--- config.mk ---
export PLATFORM = sky130hd
export DESIGN_NAME = xm_alu_pc_addr_unit_flat
export DESIGN_NICKNAME = d
export VERILOG_FILES = /design/src/rtl/xm_alu_pc_addr_unit_if.sv /design/src/rtl/xm_alu_pc_addr_unit.sv /design/src/flat_wrapper.sv
export SDC_FILE = /design/constraint.sdc
export NUM_CORES = 1
export LEC_CHECK = 0
export ABC_AREA = 0
export CORE_ASPECT_RATIO = 1.1
export CORE_MARGIN = 5
export CORE_UTILIZATION = 43
export CTS_BUF_LIST = sky130_fd_sc_hd__clkbuf_4
export DETAILED_ROUTE_END_ITERATION = 16
export PLACE_DENSITY = 0.75
export SLEW_MARGIN = 10
export SYNTH_ARGS = -nofsm -noshare
export SYNTH_HDL_FRONTEND = slang
export SYNTH_SLANG_ARGS = --single-unit
--- constraint.sdc ---
create_clock -name clk_i -period 8.1 [get_ports clk_i]
set_clock_uncertainty 0.2 [all_clocks]
set_input_delay 1.62 -clock clk_i [delete_from_list [all_inputs] [get_ports clk_i]]
set_output_delay 1.62 -clock clk_i [all_outputs]
set_load 0.005 [all_outputs]
--- src/rtl/xm_alu_pc_addr_unit_if.sv ---
// Datapath bundle between the X-Makina control/register file and the execute/address unit.
// The master side drives operands and strobes; the slave side returns ALU, PC and decode results.
interface xm_alu_pc_addr_unit_if #(
    parameter int WORD = 16
);
    logic            pc_wr_i;
    logic            pc_sel_i;
    logic [WORD-1:0] branch_offs_i;
    logic            flags_wr_i;
    logic [3:0]      flags_en_i;
    logic [3:0]      alu_op_i;
    logic            bcd_i;
    logic            byte_op_i;
    logic [WORD-1:0] alu_a_i;
    logic [WORD-1:0] alu_b_i;
    logic [1:0]      addr_sel_i;

    logic [WORD-1:0] alu_res_o;
    logic [3:0]      alu_flags_o;
    logic [3:0]      flags_o;
    logic [WORD-1:0] pc_o;
    logic [WORD-1:0] pc_new_o;
    logic            bad_mem_o;
    logic            psw_addr_o;
    logic [1:0]      dat_sel_o;
    logic [WORD-2:0] mar_o;

    modport master (
        output pc_wr_i, pc_sel_i, branch_offs_i, flags_wr_i, flags_en_i,
               alu_op_i, bcd_i, byte_op_i, alu_a_i, alu_b_i, addr_sel_i,
        input  alu_res_o, alu_flags_o, flags_o, pc_o, pc_new_o,
               bad_mem_o, psw_addr_o, dat_sel_o, mar_o
    );

    modport slave (
        input  pc_wr_i, pc_sel_i, branch_offs_i, flags_wr_i, flags_en_i,
               alu_op_i, bcd_i, byte_op_i, alu_a_i, alu_b_i, addr_sel_i,
        output alu_res_o, alu_flags_o, flags_o, pc_o, pc_new_o,
               bad_mem_o, psw_addr_o, dat_sel_o, mar_o
    );
endinterface

--- src/rtl/xm_alu_pc_addr_unit.sv ---
// X-Makina execute/address unit: word/byte ALU, PC with next-PC select, memory address decoder.
// Optional decimal ADD/ADDC is compiled in when XM_BCD_EN is defined.
module xm_alu_pc_addr_unit #(
    parameter int              WORD     = 16,
    parameter logic [WORD-1:0] PSW_ADDR = WORD'(16'hFFFC)
) (
    input  logic                   clk_i,
    input  logic                   arst_i,
    xm_alu_pc_addr_unit_if.slave   bus
);
    localparam int MW  = $clog2(WORD);
    localparam int H   = WORD / 2;
    localparam int WP1 = WORD + 1;

    typedef enum logic [3:0] {
        OP_ADD, OP_ADDC, OP_SUB, OP_SUBC, OP_XOR, OP_AND, OP_OR, OP_BIC,
        OP_MOV, OP_SRA, OP_RRC, OP_SWPB, OP_SXT, OP_CMP, OP_NOT, OP_PASS
    } alu_op_e;

    logic [WORD-1:0] pc_q, pc_d, pc_new;
    logic [3:0]      flags_q, flags_d;

    alu_op_e         op;
    logic            byte_op, cin, cin_eff, sub_op, arith, carry, ovf;
    logic [MW-1:0]   msb;
    logic [WORD-1:0] mask, a_m, b_m, add_b, res, flag_res;
    logic [WORD:0]   sum;
    logic [3:0]      alu_flags;
`ifdef XM_BCD_EN
    logic [WORD-1:0] bcd_res;
    logic            bcd_c;
    logic [4:0]      nib;
`endif

    assign op      = alu_op_e'(bus.alu_op_i);
    assign byte_op = bus.byte_op_i;
    assign cin     = flags_q[0];

    always_comb begin
        mask    = byte_op ? WORD'(8'hFF) : {WORD{1'b1}};
        msb     = byte_op ? MW'(7) : MW'(WORD - 1);
        a_m     = bus.alu_a_i & mask;
        b_m     = bus.alu_b_i & mask;
        sub_op  = (op == OP_SUB) || (op == OP_SUBC) || (op == OP_CMP);
        arith   = sub_op || (op == OP_ADD) || (op == OP_ADDC);
        case (op)
            OP_ADDC, OP_SUBC: cin_eff = cin;
            OP_SUB, OP_CMP:   cin_eff = 1'b1;
            default:          cin_eff = 1'b0;
        endcase
        add_b   = sub_op ? (~bus.alu_b_i & mask) : b_m;
        sum     = {1'b0, a_m} + {1'b0, add_b} + WP1'(cin_eff);
        carry   = byte_op ? sum[8] : sum[WORD];
        ovf     = (a_m[msb] == add_b[msb]) && (sum[msb] != a_m[msb]);

        res = '0;
        case (op)
            OP_ADD, OP_ADDC, OP_SUB, OP_SUBC: res = sum[WORD-1:0];
            OP_XOR:  res = a_m ^ b_m;
            OP_AND:  res = a_m & b_m;
            OP_OR:   res = a_m | b_m;
            OP_BIC:  res = a_m & ~b_m;
            OP_MOV:  res = b_m;
            OP_SRA: begin
                res      = a_m >> 1;
                res[msb] = a_m[msb];
            end
            OP_RRC: begin
                res      = a_m >> 1;
                res[msb] = cin;
            end
            OP_SWPB: res = byte_op ? {{(WORD-8){1'b0}}, a_m[3:0], a_m[7:4]}
                                   : {a_m[H-1:0], a_m[WORD-1:H]};
            OP_SXT:  res = byte_op ? {{(WORD-8){1'b0}}, {4{a_m[3]}}, a_m[3:0]}
                                   : {{H{a_m[H-1]}}, a_m[H-1:0]};
            OP_CMP:  res = a_m;
            OP_NOT:  res = ~a_m;
            OP_PASS: res = a_m;
            default: res = '0;
        endcase
        res = res & mask;
        // CMP reports the subtraction flags while passing the operand through
        flag_res = (op == OP_CMP) ? (sum[WORD-1:0] & mask) : res;

`ifdef XM_BCD_EN
        bcd_c   = (op == OP_ADDC) ? cin : 1'b0;
        bcd_res = '0;
        nib     = '0;
        for (int i = 0; i < WORD / 4; i++) begin
            if (!byte_op || i < 2) begin
                nib = {1'b0, a_m[i*4 +: 4]} + {1'b0, b_m[i*4 +: 4]} + {4'b0, bcd_c};
                if (nib > 5'd9) begin
                    nib   = nib + 5'd6;
                    bcd_c = 1'b1;
                end else begin
                    bcd_c = 1'b0;
                end
                bcd_res[i*4 +: 4] = nib[3:0];
            end
        end
        if (bus.bcd_i && (op == OP_ADD || op == OP_ADDC)) begin
            res      = bcd_res;
            flag_res = bcd_res;
            carry    = bcd_c;
            ovf      = 1'b0;
        end
`endif

        alu_flags[3] = arith ? ovf : 1'b0;
        alu_flags[2] = flag_res[msb];
        alu_flags[1] = (flag_res == '0);
        if (arith)
            alu_flags[0] = carry;
        else if (op == OP_SRA || op == OP_RRC)
            alu_flags[0] = a_m[0];
        else
            alu_flags[0] = 1'b0;
    end

    // Next-PC and flag register update
    always_comb begin
        pc_new = bus.pc_sel_i ? (pc_q + bus.branch_offs_i) : (pc_q + WORD'(2));
        pc_d   = bus.pc_wr_i ? pc_new : pc_q;
        for (int i = 0; i < 4; i++)
            flags_d[i] = (bus.flags_wr_i && bus.flags_en_i[i]) ? alu_flags[i] : flags_q[i];
    end

    always_ff @(posedge clk_i or negedge arst_i) begin
        if (!arst_i) begin
            pc_q    <= '0;
            flags_q <= '0;
        end else begin
            pc_q    <= pc_d;
            flags_q <= flags_d;
        end
    end

    logic [WORD-1:0] addr;

    always_comb begin
        case (bus.addr_sel_i)
            2'd0:    addr = pc_q;
            2'd1:    addr = bus.alu_a_i;
            2'd2:    addr = res;
            default: addr = '0;
        endcase
    end

    assign bus.alu_res_o   = res;
    assign bus.alu_flags_o = alu_flags;
    assign bus.flags_o     = flags_q;
    assign bus.pc_o        = pc_q;
    assign bus.pc_new_o    = pc_new;
    assign bus.bad_mem_o   = !byte_op && addr[0];
    assign bus.psw_addr_o  = (addr == PSW_ADDR);
    assign bus.dat_sel_o   = byte_op ? (addr[0] ? 2'b10 : 2'b01) : 2'b11;
    assign bus.mar_o       = addr[WORD-1:1];
endmodule

--- src/flat_wrapper.sv ---
// flat-port wrapper written by rule: the top's interface ports become plain ports
module xm_alu_pc_addr_unit_flat 
#(
    parameter int              WORD     = 16,
    parameter logic [WORD-1:0] PSW_ADDR = WORD'(16'hFFFC)
)
  (clk_i, arst_i, bus_pc_wr_i, bus_pc_sel_i, bus_branch_offs_i, bus_flags_wr_i, bus_flags_en_i, bus_alu_op_i, bus_bcd_i, bus_byte_op_i, bus_alu_a_i, bus_alu_b_i, bus_addr_sel_i, bus_alu_res_o, bus_alu_flags_o, bus_flags_o, bus_pc_o, bus_pc_new_o, bus_bad_mem_o, bus_psw_addr_o, bus_dat_sel_o, bus_mar_o);
  xm_alu_pc_addr_unit_if #(.WORD(WORD)) bus_i ();
  input  logic clk_i;
  input  logic arst_i;
  input wire logic [$bits(bus_i.pc_wr_i)-1:0] bus_pc_wr_i;
  input wire logic [$bits(bus_i.pc_sel_i)-1:0] bus_pc_sel_i;
  input wire logic [$bits(bus_i.branch_offs_i)-1:0] bus_branch_offs_i;
  input wire logic [$bits(bus_i.flags_wr_i)-1:0] bus_flags_wr_i;
  input wire logic [$bits(bus_i.flags_en_i)-1:0] bus_flags_en_i;
  input wire logic [$bits(bus_i.alu_op_i)-1:0] bus_alu_op_i;
  input wire logic [$bits(bus_i.bcd_i)-1:0] bus_bcd_i;
  input wire logic [$bits(bus_i.byte_op_i)-1:0] bus_byte_op_i;
  input wire logic [$bits(bus_i.alu_a_i)-1:0] bus_alu_a_i;
  input wire logic [$bits(bus_i.alu_b_i)-1:0] bus_alu_b_i;
  input wire logic [$bits(bus_i.addr_sel_i)-1:0] bus_addr_sel_i;
  output wire logic [$bits(bus_i.alu_res_o)-1:0] bus_alu_res_o;
  output wire logic [$bits(bus_i.alu_flags_o)-1:0] bus_alu_flags_o;
  output wire logic [$bits(bus_i.flags_o)-1:0] bus_flags_o;
  output wire logic [$bits(bus_i.pc_o)-1:0] bus_pc_o;
  output wire logic [$bits(bus_i.pc_new_o)-1:0] bus_pc_new_o;
  output wire logic [$bits(bus_i.bad_mem_o)-1:0] bus_bad_mem_o;
  output wire logic [$bits(bus_i.psw_addr_o)-1:0] bus_psw_addr_o;
  output wire logic [$bits(bus_i.dat_sel_o)-1:0] bus_dat_sel_o;
  output wire logic [$bits(bus_i.mar_o)-1:0] bus_mar_o;
  assign bus_i.pc_wr_i = bus_pc_wr_i;
  assign bus_i.pc_sel_i = bus_pc_sel_i;
  assign bus_i.branch_offs_i = bus_branch_offs_i;
  assign bus_i.flags_wr_i = bus_flags_wr_i;
  assign bus_i.flags_en_i = bus_flags_en_i;
  assign bus_i.alu_op_i = bus_alu_op_i;
  assign bus_i.bcd_i = bus_bcd_i;
  assign bus_i.byte_op_i = bus_byte_op_i;
  assign bus_i.alu_a_i = bus_alu_a_i;
  assign bus_i.alu_b_i = bus_alu_b_i;
  assign bus_i.addr_sel_i = bus_addr_sel_i;
  assign bus_alu_res_o = bus_i.alu_res_o;
  assign bus_alu_flags_o = bus_i.alu_flags_o;
  assign bus_flags_o = bus_i.flags_o;
  assign bus_pc_o = bus_i.pc_o;
  assign bus_pc_new_o = bus_i.pc_new_o;
  assign bus_bad_mem_o = bus_i.bad_mem_o;
  assign bus_psw_addr_o = bus_i.psw_addr_o;
  assign bus_dat_sel_o = bus_i.dat_sel_o;
  assign bus_mar_o = bus_i.mar_o;
  xm_alu_pc_addr_unit #(.WORD(WORD), .PSW_ADDR(PSW_ADDR)) u_core (.clk_i(clk_i), .arst_i(arst_i), .bus(bus_i));
endmodule
==> flow_metrics.py, run 1 <==
metrics = {
    "route": {
        "drtAntennaViolNets": 0,
        "avgRoutedWirePerCell_um": 19.50,
        "drtPass1Iterations": 5,
        "remaining_drc_errors": 0,
        "drtIter0Drc": 538,
        "vias_per_cell": 6.070,
        "drt_wl_total_um": 21490,
        "vias": 6689,
    },
    "global_route": {
        "grt_max_degree": 43,
        "grt_pass1_vias": 6428,
        "grt.total_usage_pct": 27.10,
        "overflow": 0,
        "antenna_found_initial": 0,
        "grt_pass1_wl_um": 33790,
    },
    "cts": {
        "clk_pin_slew_ns": 0.12,
        "clock_latency_ns": 0.33,
        "cts.htree.levels": 1,
        "clockBufferDepth": 2,
        "cts_tree": "built",
        "cts_root_buf": "clkbuf_4",
        "cts_made_buffers": 3,
        "ctsHoldBuffers": 0,
        "cts_sinks": 20,
    },
    "critical_path": {
        "path_buf_inv": 3,
        "path_class": "input port to output pin",
        "crit_required_ns": 6.28,
        "startpoint_type": "input port",
        "crit_cells": 17,
        "crit_slowest_cell": "clkdlybuf4s50_1",
        "crit_path_end": "bus_alu_flags_o[1]",
        "end_kind": "output pin",
        "regToRegEndpoint": "u_core.bus.flags_o[1]",
        "max_stage_delay_ns": 0.56,
        "crit_path_max_fanout": 9,
        "reg2reg_slack_ns": 4.16,
        "crit_path_start": "bus_alu_op_i[0]",
        "path_cells": "clkdlybuf4s50_1, or2b_1, nor2_1, a21oi_2, buf_4, xnor2_1, ha_1, o21a_1, or2_1, and3_1, o311ai_4, nand3_1, a311oi_1, nor3b_1, nand4_1, a31oi_1, clkdlybuf4s50_1",
        "cp.arrival_ns": 6.01,
        "ff2ff_path_depth": 15,
        "cp_common_cell": "clkdlybuf4s50_1",
        "cp_top_family": "simple AND/OR/NAND/NOR gates",
        "reg2reg_from": "u_core.bus.flags_o[0]",
    },
    "sta": {
        "fin_crit_sh_pct": 96.69,
        "hold_viol": 0,
        "drv_slew": 0,
        "setup_viol": 0,
        "max_freq_mhz": 127.7,
        "period_minus_slack_ns": 7.832,
        "tns_ns": 0,
        "tightestPinTransition_ns": 1.053,
        "maxSlewHeadroom_pct": 29.67,
        "rsz0062_at_grt": "false",
    },
    "power_and_ir_drop": {
        "clkPwrFrac_pct": 4.0,
        "p_seq_share_pct": 16.9,
        "power_mw": 1.354,
        "p_switching_mw": 0.6230,
        "max-vdd-ir-drop_mv": 0.1963,
        "p_int_mw": 0.7306,
        "switching_share_pct": 46.03,
        "share_comb_of_total_power_pct": 79.1,
        "leakage_nw": 3.140,
        "power_density_nw_per_um2": 184.2,
    },
    "final_layout": {
        "drive_gt1_share_pct": 9.841,
        "diodes": 0,
        "layout.nets": 1061,
        "synthToLayoutAreaGrowth_pct": 33.06,
    },
    "yosys": {
        "yosysWarnings": 0,
        "synth_top_area_share_pct": 10.65,
        "synth_ff_type": "dfrtp_1",
        "yosys.area.top_type": "ha_1",
        "synth_edf_count": 0,
        "async_reset_ff_share_pct": 100.0,
        "syn_nets": 909,
        "synthTopCellsByArea": "ha_1 (11%), dfrtp_1 (9.1%), xnor2_1 (6.8%)",
        "netlist_area_um2": 5522,
        "yosysSeqAreaShare_pct": 9.064,
        "synth.avg_cell_area_um2": 6.954,
        "yosys_register_bits": 20,
        "netlist_instances": 794,
        "ys_types": 80,
    },
    "floorplanning": {
        "floorplan.die_area_um2": 15210,
        "initial_core_util_pct": 43.86,
        "num_io_pins": 140,
        "core-area_um2": 12590,
        "die-height_um": 128.8,
        "dieWidth_um": 118.0,
        "num_rows": 43,
    },
    "job": {
        "maxCapViolCount": 0,
    },
    "outcome": {
        "status": "completed",
    },
    "hold_path": {
        "hold_class": "flip-flop to flip-flop",
    },
    "place": {
        "port_buffers": 138,
        "post-dp-hpwl_um": 17350,
        "place_congestion": 1.020,
    },
}
[power groups by stage]
stage                     clock network [mW]  logic, mW  registers (mW)
after floorplan                            0      0.614           0.200
after global placement                     0       1.05           0.227
after detailed placement                   0       1.05           0.228
after CTS                             0.0553       1.06           0.227
after global routing                  0.0594       1.17           0.239
final                                 0.0545       1.07           0.229
[how the worst min path moves through the flow]
stage | cells past startpoint | start | to
3_3_place_gp | 1 | u_core.bus.flags_o[1] | u_core.bus.flags_o[1]
2_1_floorplan | 1 | u_core.bus.flags_o[1] | u_core.bus.flags_o[1]
3_5_place_dp | 1 | u_core.bus.flags_o[3] | u_core.bus.flags_o[3]
5_1_grt | 1 | u_core.bus.flags_o[1] | u_core.bus.flags_o[1]
4_1_cts | 1 | u_core.bus.flags_o[3] | u_core.bus.flags_o[3]
6_report | 1 | u_core.bus.flags_o[3] | u_core.bus.flags_o[3]
[synth_stat cells, drive strengths merged, types with 8 or more instances]
library cell	n
nand2	81
nor2	77
a21oi	55
o21ai	54
ha	47
inv	43
xnor2	43
clkbuf	26
nand3	24
dfrtp	20
nand2b	20
xor2	20
buf	19
nor3	19
and3	18
mux2	18
a22oi	17
a21o	16
nor2b	13
a221oi	11
a31oi	11
a211oi	9
a22o	9
nand4	8
o22ai	8
[placed cells by master, fill, tap and decap left out, drive strengths merged, types with 4 or more instances in the layout]
| cell | count |
|---|---|
| nor3b | 4 |
| o21a | 7 |
| and2 | 6 |
| a21o | 16 |
| nand3 | 24 |
| a2bb2oi | 6 |
| a32oi | 5 |
| a211oi | 9 |
| or2 | 4 |
| a31oi | 11 |
| a221oi | 11 |
| a2111oi | 5 |
| xnor2 | 43 |
| clkdlybuf4s50 | 137 |
| a22oi | 17 |
| nand2 | 81 |
| nand2b | 20 |
| nand4 | 8 |
| inv | 43 |
| and3 | 18 |
| nor4 | 4 |
| nor2 | 77 |
| xor2 | 20 |
| a21oi | 55 |
| o211ai | 6 |
| nor3 | 19 |
| or3 | 4 |
| o2bb2ai | 4 |
| dfrtp | 20 |
| a22o | 9 |
| mux2 | 18 |
| buf | 54 |
| ha | 47 |
| o21ai | 54 |
| o22ai | 8 |
| nor2b | 13 |
| mux2i | 6 |
| a311oi | 4 |
[per-stage QoR]
step | hold WS [ns] | util (%) | area (µm²) | setup WS [ns] | std cells
2_1_floorplan | 0.2889 | - | 5522 | 0.5348 | 794
3_3_place_gp | 0.2817 | 57.96 | 7297 | 0.2463 | 1098
3_5_place_dp | 0.2933 | 57.96 | 7297 | 0.2356 | 1098
4_1_cts | 0.3205 | 58.17 | 7323 | 0.2032 | 1102
5_1_grt | 0.3441 | 58.36 | 7347 | 0.01919 | 1102
6_report | 0.3184 | 58.36 | 7347 | 0.2681 | 1102
[kinds of logic after synthesis]
group / Yosys count / synth area share, %
simple gates: 297 / 26.60
compound gates: 250 / 31.02
flops: 20 / 9.064
mux: 24 / 4.759
buf+inv: 90 / 6.821
fa+ha+maj: 50 / 11.74
xor+xnor: 63 / 9.993
[per-layer routing]
metal	global-route usage, %	wire length [µm]	up-vias
li1	-	-	3220
met1	35.23	8847	3095
met2	46.17	10070	321
met3	3.429	1798	53
met4	10.12	769	0
met5	0	0	-
[flip-flops by register name, summed over array words and instances, names as in the netlist]
signal / flops
u_core.bus.pc_o: 16
u_core.bus.flags_o: 4
[area by class of cell]
type / count / area [µm²]
sequential: 20 / 500.5
fill: 1242 / 5243
clock buffer: 3 / 22.52
tap: 157 / 196.4
clock inverter: 1 / 3.754
multi-input combinational: 684 / 4666
inverter: 45 / 168.9
timing repair buffer: 192 / 1789
[timing repair]
| action | CTS | global route |
|---|---|---|
| setup endpoints to repair | 0 | 2 |
| setup buffers | 0 | 0 |
| gates resized for setup | 0 | 4 |
(Power assumes the default switching activity.)
==> inputs of run 2 (changes only) <==
--- a/config.mk
+++ b/config.mk
@@ -16,3 +16,4 @@
 export SYNTH_ARGS = -nofsm -noshare
 export SYNTH_HDL_FRONTEND = slang
 export SYNTH_SLANG_ARGS = --single-unit
+export TNS_END_PERCENT = 5
==> results of run 2 <==
No change in the layout: final DEF, timing and power equal those of run 1.
==> inputs of run 3 (changes only) <==
--- a/config.mk
+++ b/config.mk
@@ -11,6 +11,7 @@
 export CORE_UTILIZATION = 43
 export CTS_BUF_LIST = sky130_fd_sc_hd__clkbuf_4
 export DETAILED_ROUTE_END_ITERATION = 16
+export GPL_TIMING_DRIVEN = 0
 export PLACE_DENSITY = 0.75
 export SLEW_MARGIN = 10
 export SYNTH_ARGS = -nofsm -noshare
==> run 3 against run 2 <==
  * Die area did not move
  * Largest cell class unchanged
  * Via count rose by 1.6%
  * Sequential share of layout area barely moved
  * Count of clock-buffer cells in the layout did not move
  * First-iteration DRC count rose by 8.9%
  * Maximum frequency fell by 1.1%
  * Critical path type unchanged
  * Hold slack got worse by 0.015 ns
  * Critical path depth rose by 1
==> flow_metrics.py, run 3 (synthesis gave the netlist of run 1 again) <==
metrics = {
    "route": {
        "drtIter0Drc": 586,
        "drtAntennaViolNets": 0,
        "vias_per_cell": 6.225,
        "drt_wl_total_um": 22960,
        "avgRoutedWirePerCell_um": 21.03,
        "drtPass1Iterations": 6,
        "vias": 6798,
        "remaining_drc_errors": 0,
    },
    "critical_path": {
        "cp_top_family": "simple AND/OR/NAND/NOR gates",
        "crit_path_start": "bus_alu_op_i[2]",
        "reg2reg_slack_ns": 4.11,
        "regToRegEndpoint": "u_core.bus.flags_o[1]",
        "crit_cells": 18,
        "path_cells": "clkdlybuf4s50_1, clkbuf_4, nor2_4, a21oi_4, buf_4, xor2_1, nor2_1, ha_2, and3_1, and3_1, and3_1, or3_1, xnor2_1, a21oi_1, nor3b_2, nand4_1, a31oi_2, clkdlybuf4s50_1",
        "path_class": "input port to output pin",
        "reg2reg_from": "u_core.bus.flags_o[0]",
        "ff2ff_path_depth": 15,
        "crit_path_max_fanout": 10,
        "crit_required_ns": 6.28,
        "startpoint_type": "input port",
        "cp.arrival_ns": 6.10,
        "path_buf_inv": 4,
        "end_kind": "output pin",
        "crit_path_end": "bus_alu_flags_o[1]",
        "cp_common_cell": "and3_1",
        "max_stage_delay_ns": 0.55,
        "crit_slowest_cell": "clkdlybuf4s50_1",
    },
    "final_layout": {
        "layout_common_cells": "clkdlybuf4s50_1 (131), nand2_1 (81), nor2_1 (73)",
        "register_area_um2": 500.5,
        "layout.nets": 1052,
        "largest_reg_flops": 16,
        "diodes": 0,
        "fillerInstances": 1251,
        "final_common_cell": "clkdlybuf4s50_1",
        "drive_gt1_share_pct": 9.947,
        "fin_cells": 1092,
        "synthToLayoutAreaGrowth_pct": 32.65,
        "multi_input_area_um2": 4801,
    },
    "power_and_ir_drop": {
        "p_int_mw": 0.7246,
        "switching_share_pct": 47.10,
        "max-vdd-ir-drop_mv": 0.2275,
        "leakage_nw": 3.050,
        "power_density_nw_per_um2": 187.0,
        "p_seq_share_pct": 15.6,
        "power_mw": 1.370,
        "clkPwrFrac_pct": 3.9,
        "p_switching_mw": 0.6451,
        "share_comb_of_total_power_pct": 80.4,
    },
    "cts": {
        "cts_made_buffers": 3,
        "cts_root_buf": "clkbuf_4",
        "ctsHoldBuffers": 0,
        "clk_pin_slew_ns": 0.12,
        "cts.htree.levels": 1,
        "cts_tree": "built",
        "clockBufferDepth": 2,
        "clock_latency_ns": 0.33,
        "cts_sinks": 20,
    },
    "floorplanning": {
        "initial_core_util_pct": 43.86,
        "core-area_um2": 12590,
        "die-height_um": 128.8,
        "floorplan.die_area_um2": 15210,
        "num_rows": 43,
        "dieWidth_um": 118.0,
        "num_io_pins": 140,
    },
    "sta": {
        "maxSlewHeadroom_pct": 11.37,
        "period_minus_slack_ns": 7.917,
        "setup_ws_ns": 0.1832,
        "hold_viol": 0,
        "max_freq_mhz": 126.3,
        "tightestPinTransition_ns": 1.327,
        "rsz0062_at_grt": "false",
        "drv_slew": 0,
        "fin_crit_sh_pct": 97.74,
        "setup_viol": 0,
    },
    "place": {
        "post-place-ws_ns": -1.689,
        "place_congestion": 1.040,
        "place_inst": 1085,
        "port_buffers": 134,
        "post-dp-hpwl_um": 18220,
    },
    "global_route": {
        "grt_pass1_vias": 6468,
        "overflow": 0,
        "antenna_found_initial": 0,
        "grt.total_usage_pct": 29.05,
        "grt_pass1_wl_um": 35710,
        "grt_max_degree": 21,
    },
    "outcome": {
        "status": "completed",
    },
    "hold_path": {
        "hold_class": "flip-flop to flip-flop",
    },
    "job": {
        "maxCapViolCount": 0,
    },
}
==> run 3: cell count changes in the layout (fill, tap and decap cells not counted), sizes merged <==
cell	delta
dlygate4sd2	+1
buf	-29
clkdlybuf4s50	-6
clkdlybuf4s15	+1
clkinv	-1
clkbuf	+24
==> run 3: cell type report <==
| cell class | instances | area share, % |
|---|---|---|
| inverter | 45 | 2.306 |
| sequential | 20 | 6.833 |
| tap | 157 | 2.682 |
| clock buffer | 3 | 0.3075 |
| buffer | 39 | 2.955 |
| timing repair buffer | 144 | 19.37 |
| multi-input combinational | 684 | 65.54 |
==> run 3: worst min path at each step <==
stage / startpoint / endpoint / slack [ns] / cells past startpoint
CTS: u_core.bus.flags_o[1] / u_core.bus.flags_o[1] / 0.31 / 1
global placement: u_core.bus.flags_o[1] / u_core.bus.flags_o[1] / 0.28 / 1
floorplan: u_core.bus.flags_o[1] / u_core.bus.flags_o[1] / 0.29 / 1
global route: u_core.bus.flags_o[1] / u_core.bus.flags_o[1] / 0.32 / 1
finish: u_core.bus.flags_o[1] / u_core.bus.flags_o[1] / 0.30 / 1
detailed placement: u_core.bus.flags_o[1] / u_core.bus.flags_o[1] / 0.28 / 1
==> run 3: stage by stage <==
step	util [%]	area, µm²	hold WS (ns)	setup TNS (ns)
after global routing	58.18	7325	0.3247	0
after CTS	57.72	7267	0.3097	0
after global placement	56.07	7059	0.2786	-24.81
after floorplan	-	5522	0.2889	0
final	58.18	7325	0.3038	0
after detailed placement	56.07	7059	0.2815	-24.60
==> run 3: power by group through the flow <==
stage	sequential [mW]	combinational (mW)	clock, mW
5_1_grt	0.225	1.20	0.0574
3_5_place_dp	0.214	1.05	0
3_3_place_gp	0.213	1.05	0
4_1_cts	0.213	1.08	0.0542
6_report	0.214	1.10	0.0541
2_1_floorplan	0.200	0.614	0
==> run 3: timing repair <==
action,in CTS,in global routing
resized for setup,38,17
endpoints found under the hold margin,0,0
setup endpoints to repair,32,6
pin swaps,9,3
setup buffers,8,2
==> run 3: metal layers <==
layer	track usage [%]	wire (µm)	part of all wire (%)
met5	0	0	0
met4	10.86	964	4.2
met3	6.989	2432	11
met2	48.77	10570	46
met1	36.34	8994	39
